File: src/rtl/blu_pkg.sv
// Shared types and constants for the bitwise logic unit.
package blu_pkg;

    typedef enum logic [2:0] {
        BLU_AND     = 3'd0,
        BLU_OR      = 3'd1,
        BLU_XOR     = 3'd2,
        BLU_NOR     = 3'd3,
        BLU_NAND    = 3'd4,
        BLU_XNOR    = 3'd5,
        BLU_ACC_OR  = 3'd6,
        BLU_ACC_AND = 3'd7
    } blu_op_e;

    typedef enum logic {
        IDLE  = 1'b0,
        ACCUM = 1'b1
    } blu_state_e;

    localparam logic [2:0] OP_ACC_OR  = 3'd6;
    localparam logic [2:0] OP_ACC_AND = 3'd7;

    // True for the two multi-beat accumulate opcodes.
    function automatic logic is_acc_op(input logic [2:0] op);
        return (op == OP_ACC_OR) || (op == OP_ACC_AND);
    endfunction

endpackage

File: src/rtl/blu_op_core.sv
// Combinational per-bit function f(op, a, b). The accumulate opcodes map to
// their per-beat contribution: a|b for ACC_OR, a&b for ACC_AND.
module blu_op_core
    import blu_pkg::*;
#(
    parameter int WIDTH = 8
) (
    input  blu_op_e          op,
    input  logic [WIDTH-1:0] a,
    input  logic [WIDTH-1:0] b,
    output logic [WIDTH-1:0] f
);

    // Select the bitwise function for the current opcode.
    always_comb begin
        f = '0;
        case (op)
            BLU_AND:     f = a & b;
            BLU_OR:      f = a | b;
            BLU_XOR:     f = a ^ b;
            BLU_NOR:     f = ~(a | b);
            BLU_NAND:    f = ~(a & b);
            BLU_XNOR:    f = ~(a ^ b);
            BLU_ACC_OR:  f = a | b;
            BLU_ACC_AND: f = a & b;
        endcase
    end

endmodule

File: src/rtl/bitwise_logic_unit.sv
// Handshaked bitwise logic unit with OR/AND multi-beat accumulation.
// Optional build macro: BLU_FLAGS_EN registers out_zero/out_ones alongside
// out_data; without it both flag ports are tied to 0.
//
// state | meaning
// IDLE  | no accumulation open
// ACCUM | accumulation open; acc, cnt and acc_op are valid
module bitwise_logic_unit
    import blu_pkg::*;
#(
    parameter int WIDTH = 8,
    parameter int CNT_W = 8
) (
    input  logic             clk,
    input  logic             rst_n,
    input  logic             in_valid,
    output logic             in_ready,
    input  logic [2:0]       op,
    input  logic [WIDTH-1:0] a,
    input  logic [WIDTH-1:0] b,
    input  logic             last,
    output logic             out_valid,
    input  logic             out_ready,
    output logic [WIDTH-1:0] out_data,
    output logic [CNT_W-1:0] out_beats,
    output logic             out_zero,
    output logic             out_ones
);

    localparam logic [CNT_W-1:0] CNT_ONE = CNT_W'(1);
    localparam logic [CNT_W-1:0] CNT_MAX = '1;

    blu_state_e       state;
    logic [2:0]       acc_op;
    logic [WIDTH-1:0] acc;
    logic [CNT_W-1:0] cnt;

    logic [2:0]       op_sel;
    logic [WIDTH-1:0] f;
    logic [WIDTH-1:0] v;
    logic [WIDTH-1:0] result;
    logic [CNT_W-1:0] cnt_next;
    logic [CNT_W-1:0] result_beats;
    logic             produces_out;
    logic             accept;

    // While accumulating, the stored op drives the core and the live op is ignored.
    assign op_sel = (state == ACCUM) ? acc_op : op;

    blu_op_core #(.WIDTH(WIDTH)) u_core (
        .op (blu_op_e'(op_sel)),
        .a  (a),
        .b  (b),
        .f  (f)
    );

    assign v        = (acc_op == OP_ACC_AND) ? (acc & f) : (acc | f);
    assign cnt_next = (cnt == CNT_MAX) ? cnt : cnt + CNT_ONE;

    // Only beats that load the output register wait on the output stage.
    assign produces_out = (state == ACCUM) ? last : (!is_acc_op(op) || last);
    assign in_ready     = produces_out ? (!out_valid || out_ready) : 1'b1;
    assign accept       = in_valid && in_ready;

    assign result       = (state == ACCUM) ? v : f;
    assign result_beats = (state == ACCUM) ? cnt_next : CNT_ONE;

    // FSM, accumulator and output register.
    always_ff @(posedge clk or negedge rst_n) begin
        if (!rst_n) begin
            state     <= IDLE;
            acc_op    <= OP_ACC_OR;
            acc       <= '0;
            cnt       <= '0;
            out_valid <= 1'b0;
            out_data  <= '0;
            out_beats <= '0;
        end else begin
            if (accept && produces_out) begin
                out_valid <= 1'b1;
                out_data  <= result;
                out_beats <= result_beats;
                state     <= IDLE;
            end else if (out_ready) begin
                out_valid <= 1'b0;
            end

            if (accept && !produces_out) begin
                if (state == IDLE) begin
                    acc    <= f;
                    cnt    <= CNT_ONE;
                    acc_op <= op;
                    state  <= ACCUM;
                end else begin
                    acc <= v;
                    cnt <= cnt_next;
                end
            end
        end
    end

`ifdef BLU_FLAGS_EN
    // Flags are captured in the same cycle as the result they describe.
    always_ff @(posedge clk or negedge rst_n) begin
        if (!rst_n) begin
            out_zero <= 1'b0;
            out_ones <= 1'b0;
        end else if (accept && produces_out) begin
            out_zero <= (result == '0);
            out_ones <= &result;
        end
    end
`else
    assign out_zero = 1'b0;
    assign out_ones = 1'b0;
`endif

endmodule

File: config.mk
export PLATFORM = sky130hd
export DESIGN_NAME = bitwise_logic_unit
export DESIGN_NICKNAME = d
export VERILOG_FILES = /design/src/rtl/blu_pkg.sv /design/src/rtl/blu_op_core.sv /design/src/rtl/bitwise_logic_unit.sv
export SDC_FILE = /design/constraint.sdc
export NUM_CORES = 1
export LEC_CHECK = 0
export ABC_AREA = 0
export BUFFER_PORTS_ARGS = -buffer_cell sky130_fd_sc_hd__buf_2
export CAP_MARGIN = 25
export CORE_UTILIZATION = 51
export DETAILED_ROUTE_END_ITERATION = 10
export MAX_ROUTING_LAYER = met4
export PLACE_DENSITY = 0.76
export REMOVE_ABC_BUFFERS = 1
export SYNTH_ARGS = -nofsm -noshare
export SYNTH_HDL_FRONTEND = slang
export SYNTH_HIERARCHICAL = 1
export SYNTH_SLANG_ARGS = --single-unit
File: constraint.sdc
create_clock -name clk -period 2.21 [get_ports clk]
set_clock_uncertainty 0.1 [all_clocks]
set_input_delay 0.221 -clock clk [delete_from_list [all_inputs] [get_ports clk]]
set_output_delay 0.221 -clock clk [all_outputs]
set_load 0.02 [all_outputs]
* Yosys cells after proc, flatten, opt, wreduce, memory -nomap -nowiden
Index checks and enable logic that the tools add are counted.
** Cells by class
- Add/sub/neg operators :: 1
- Equality and inequality tests :: 11
- Multiplexer cells :: 13
- Bitwise gates (word level) :: 8
- Reductions and logical operators :: 13
** Operator list (number)
- $pmux 8 s6 :: 1
- $mux 8 :: 4
- $not 8->8 :: 3
- $eq 3x3->1 const B :: 7
- $and 8x8->8 :: 2
- $or 8x8->8 :: 2
- $add 8x1->8 const B :: 1
- $eq 8x8->1 const B :: 1
- $xor 8x8->8 :: 1
- $mux 1 :: 7
- $eq 3x2->1 const B :: 2
- $reduce_or 2->1 :: 2
- $eq 3x1->1 const B :: 1
- $logic_and 1x1->1 :: 3
- $logic_not 1->1 :: 3
- $logic_not 3->1 :: 1
- $logic_or 1x1->1 :: 3
- $mux 3 :: 1
- $reduce_bool 2->1 :: 1
** Storage, ports and cells
- Bits in registers :: 37
- Input port bits :: 24
- Output and inout bits :: 20
- Word-level logic and storage cells :: 53

* Depth between registers and ports, before layout
- Word-level depth :: 11
- Mapped depth :: 10
- Gate-level depth less buffers :: 7

* Cells and area by module
The synthesis kept the hierarchy.
** By module, submodules not included
- bitwise_logic_unit :: times used 1, cells each 202, area an instance 1901.8 µm², sequential area each 928.4 µm²
- blu_op_core :: times used 1, cells each 106, area an instance 812.0 µm², sequential area each 0.0 µm²

* Least setup slack after synthesis
Ideal clock, no wire load.
- Path type :: register to register
- From :: register with a tool-made name
- To :: register out_data[4]
- Setup time :: 96 ps
- Arrival time :: 2240 ps
- Required time :: 2014 ps
- Slack :: -225 ps
- Cell stages (with the launch flop) :: 9
- Path buffers :: 3
- Clock period less this slack :: 2435 ps
- Path through :: dfrtp_1 > buf_6 > clkbuf_1 > mux2_2 > clkbuf_2 > mux2_2 > a211oi_1 > a21oi_1 > o31ai_1
** RTL lines
- end signal: assignment :: line bitwise_logic_unit.sv:81 : out_data <= result;
- end: declaration :: line bitwise_logic_unit.sv:24 : output logic [WIDTH-1:0] out_data,

==> flow_summary.rst <==
.. list-table::
   :header-rows: 1

   * - Metric
     - Value
   * - Run status
     - finished, violations left
   * - Failing checks
     - negative setup slack
   * - Overall power
     - around 0.0029 W
   * - CP bufs+invs
     - 3
   * - Crit-path max cell delay
     - approximately 0.47 ns
   * - CORE AREA
     - roughly 5100 um^2
   * - Sum of negative setup slack
     - -0.00990 ns
   * - Via count of the routed design
     - 2504
   * - Instance count after placement with tap cells included
     - roughly 440
   * - Cell Rows
     - 26
   * - Final core utilization
     - between 60 and 70%
   * - Share of flip-flops with an asynchronous set or reset
     - 100%
   * - X dimension of the die
     - ~75 um
   * - Hold Path Origin
     - in_valid
   * - Post-Syn Instances
     - 308
   * - Wirelength per Cell
     - around 14 um
   * - 1st-iter DRT viols
     - 128
   * - PortBufs
     - between 40 and 50
   * - Max-capacitance violation count
     - 0
   * - Number of cells traversed by the worst register-to-register path
     - 9
   * - CTS Sinks
     - 37
   * - Max-slew violation count
     - 0
   * - Sw frac
     - 39.7%
   * - RSZ-0062 raised after global routing
     - true
   * - Total internal power
     - ~0.0018 W
   * - Switching Power
     - around 0.0012 W
   * - Share of layout cells above drive strength 1
     - around a third
   * - Count of endpoints failing hold in the final timing report
     - 0
   * - Highest-delay cell along the critical path
     - sky130_fd_sc_hd__dfrtp_2
   * - Top library cells by usage in the layout, fill and taps aside
     - sky130_fd_sc_hd__buf_2 (41), sky130_fd_sc_hd__buf_4 (35), sky130_fd_sc_hd__dfrtp_1 (34), sky130_fd_sc_hd__nor2_1 (26), sky130_fd_sc_hd__nand2_1 (24)
   * - Vias in the first global route
     - ~2200
   * - Maximum number of pins on one net before global-route repair
     - 38
   * - DIE HEIGHT
     - ~75 um
   * - Bufs on Longest Clock Path
     - 2
   * - Ant diodes
     - 0
   * - Synth Flop Type
     - sky130_fd_sc_hd__dfrtp_1
   * - Capturing element type of the critical path
     - register
   * - Data arrival time of the worst path
     - about 2.3 ns
   * - Clock tree from TritonCTS
     - built
   * - Most frequent cell on the critical path
     - sky130_fd_sc_hd__buf_4
   * - Number of placed I/O pins
     - 44
   * - Flop pwr share
     - between 30% and 40%
   * - Worst-case vdd ir drop
     - around 0.00041 V
   * - Maximum level of the CTS H-tree
     - 2
   * - Overall routing resource usage
     - between 20% and 30%
   * - CTS root buffer
     - sky130_fd_sc_hd__clkbuf_8
   * - Worst slew margin relative to its limit
     - 44.5%
   * - Number of remaining DRC errors
     - 0
   * - Period minus WS final
     - 2.22 ns
   * - Clock latency on the worst-skew pair
     - 0.29 ns
   * - Antenna Nets Post-Route
     - 0
   * - Data required time at the worst endpoint
     - ~2.3 ns
   * - Leakage Power
     - 1.67 nW
   * - Cells traversed along the worst timing path
     - mux2_4 > buf_6 > buf_4 > xor2_1 > a22oi_2 > nand3_4 > buf_4 > a31oi_1 > nor2_1
   * - Gr ovfl total
     - 0
   * - Hold crit path type
     - in2reg
   * - Number of buffers inserted during clock tree synthesis
     - 5
   * - Post-Syn Area
     - 2710 um^2
   * - Depth of the worst hold-timing path
     - 4
   * - Synth cell types
     - about 50
   * - Non-filler cells in the finished layout
     - approximately 450
   * - Ratio of total power to cell area
     - around 840 nW/um^2
   * - Reg clk slew, reported paths
     - ~0.070 ns
   * - Start-to-end type of the worst setup path
     - reg2reg
   * - Worst setup slack for register-to-register paths
     - -0.01 ns
   * - Transition time at the pin with the least slew margin
     - 0.833 ns
   * - Post-synthesis average cell area
     - 8.81 um^2
   * - GPL Wtd Cong
     - slightly below 0.9
   * - Total Die Area
     - between 5000 and 6000 um^2
   * - Worst Setup Slack post-DPL
     - -0.123 ns
   * - Register bit total from synthesis
     - 37
   * - Sequential share of the synthesized area
     - 34.2%
   * - Cell class contributing the biggest share of worst-path delay
     - flip-flops
   * - Effective utilization at floorplan
     - around 53%
   * - Number of iterations in the first detailed-routing pass
     - 4
   * - Fraction of power consumed by the clock network
     - between 10% and 20%
   * - Worst-case setup margin in the final layout
     - -0.00990 ns
   * - Final worst path period share
     - 100%
   * - Fin nets
     - 418
   * - Detailed-route vias per instance
     - 5.59
   * - Wire length after detailed routing
     - 6.42 mm
   * - Global-route wire length before repair
     - around 9.7 mm
   * - Max Freq
     - approximately 450 MHz
   * - Most common cell after layout, fill and taps aside
     - sky130_fd_sc_hd__buf_2
   * - Yosys warning total
     - 6
   * - Category of the worst setup path launch point
     - register
   * - DPL Wire Length
     - 4.53 mm
   * - Critical path depth in cells
     - 9
   * - Antenna violations before repair
     - 0
   * - Comb power frac
     - between 40% and 50%
   * - Worst R2R End
     - acc[2]
   * - Number of flops mapped to enable cells by yosys
     - 0
   * - Biggest fanout along the worst timing path
     - 7
   * - Setup violators final
     - 1
   * - Area growth, synth to finish
     - 27.7%
## final cells by class
cell class                 count  area, um^2
multi-input combinational    231        1750
fill                         406        1640
sequential                    37         930
timing repair buffer          80         529
tap                           70        87.6
inverter                      22        82.6
clock buffer                   6        72.6
clock inverter                 2        10.0
## registers in the layout, summed over array words and instances, names as in the netlist, named ones only
register   cells
out_valid      1
out_beats      8
out_data       8
cnt            8
acc            8
acc_op         3
## routing by layer
metal  up-vias  global-route usage, %  part of all wire (%)
li1       1239                      -                     -
met1      1192                   26.7                    44
met2        61                   41.0                    51
met3        12                   3.75                   3.3
met4         0                   8.18                   1.5
met5         -                      -                     0
## cell usage after synthesis, drive strengths merged, types with 4 or more instances
| cell | n | area share (%) |
|---|---|---|
| o21ai | 7 | 1.3 |
| nand2b | 10 | 2.3 |
| nor2b | 7 | 1.6 |
| clkbuf | 7 | 1.0 |
| mux2 | 10 | 4.1 |
| a21o | 4 | 1.1 |
| nor3 | 10 | 1.8 |
| a211oi | 4 | 1.1 |
| o22ai | 6 | 1.4 |
| nand3 | 9 | 1.7 |
| nor2 | 27 | 3.7 |
| a21oi | 21 | 3.9 |
| o31ai | 11 | 3.0 |
| a21boi | 4 | 1.1 |
| a22oi | 5 | 1.6 |
| inv | 22 | 3.0 |
| mux2i | 10 | 3.7 |
| dfrtp | 35 | 32 |
| xor2 | 4 | 1.3 |
| a31oi | 12 | 3.0 |
| ha | 17 | 7.8 |
| nand2 | 24 | 3.3 |
| o2111ai | 5 | 1.6 |
| or4b | 4 | 1.5 |
| buf | 13 | 4.6 |
## cells by family (layout without fill, tap and decap cells)
logic type | Yosys count | after routing | share of synthesized area, %
AND/OR/NAND/NOR | 100 | 100 | 18.3
AO/OA/AOI/OAI | 86 | 86 | 21.4
buffers and inverters | 42 | 110 | 8.62
flip-flops | 37 | 37 | 34.2
multiplexers | 20 | 21 | 7.84
adder cells (fa/ha/maj) | 17 | 17 | 7.84
XOR/XNOR | 5 | 5 | 1.61
other | 1 | 2 | 0.138
## worst reg2reg max path, delay by kind of cell (launching register included)
family / cells / cell delay, ns
flip-flops: 1 / 0.47
buffers and inverters: 3 / 0.44
multiplexers: 1 / 0.38
AO/OA/AOI/OAI: 2 / 0.37
AND/OR/NAND/NOR: 2 / 0.19
XOR/XNOR: 1 / 0.16
## power groups by stage
stage	Combinational [W]	Sequential [W]	Clock, W
6_report	0.00143	0.00103	0.000448
4_1_cts	0.00126	0.00102	0.000458
5_1_grt	0.00155	0.00105	0.000488
3_5_place_dp	0.00124	0.00102	0
2_1_floorplan	0.000640	0.00112	0
3_3_place_gp	0.00119	0.00102	0
## worst max-delay path by stage
stage,from,end
after CTS,register,acc[2]
after floorplan,register,out_data[0]
final,register,acc[2]
after global routing,register,acc[2]
after detailed placement,register,out_data[0]
after global placement,register,acc[2]
## what timing repair did
action                                  in CTS  in global routing
pin swaps                                    0                 15
setup buffers                                0                  3
hold endpoints to repair                    35                  0
hold buffers                                 1                  0
endpoints found under the setup margin      14                 14
resized for setup                            7                 35
gates cloned                                 0                  1
## through the flow
stage / hold slack (ns) / cell area [um^2]
finish: 0.165 / 3470
global route: 0.197 / 3470
CTS: 0.169 / 3260
detailed placement: 0.264 / 3130
global placement: 0.260 / 3130
floorplan: -0.175 / 2570
Power figures use the tool's default switching activity.
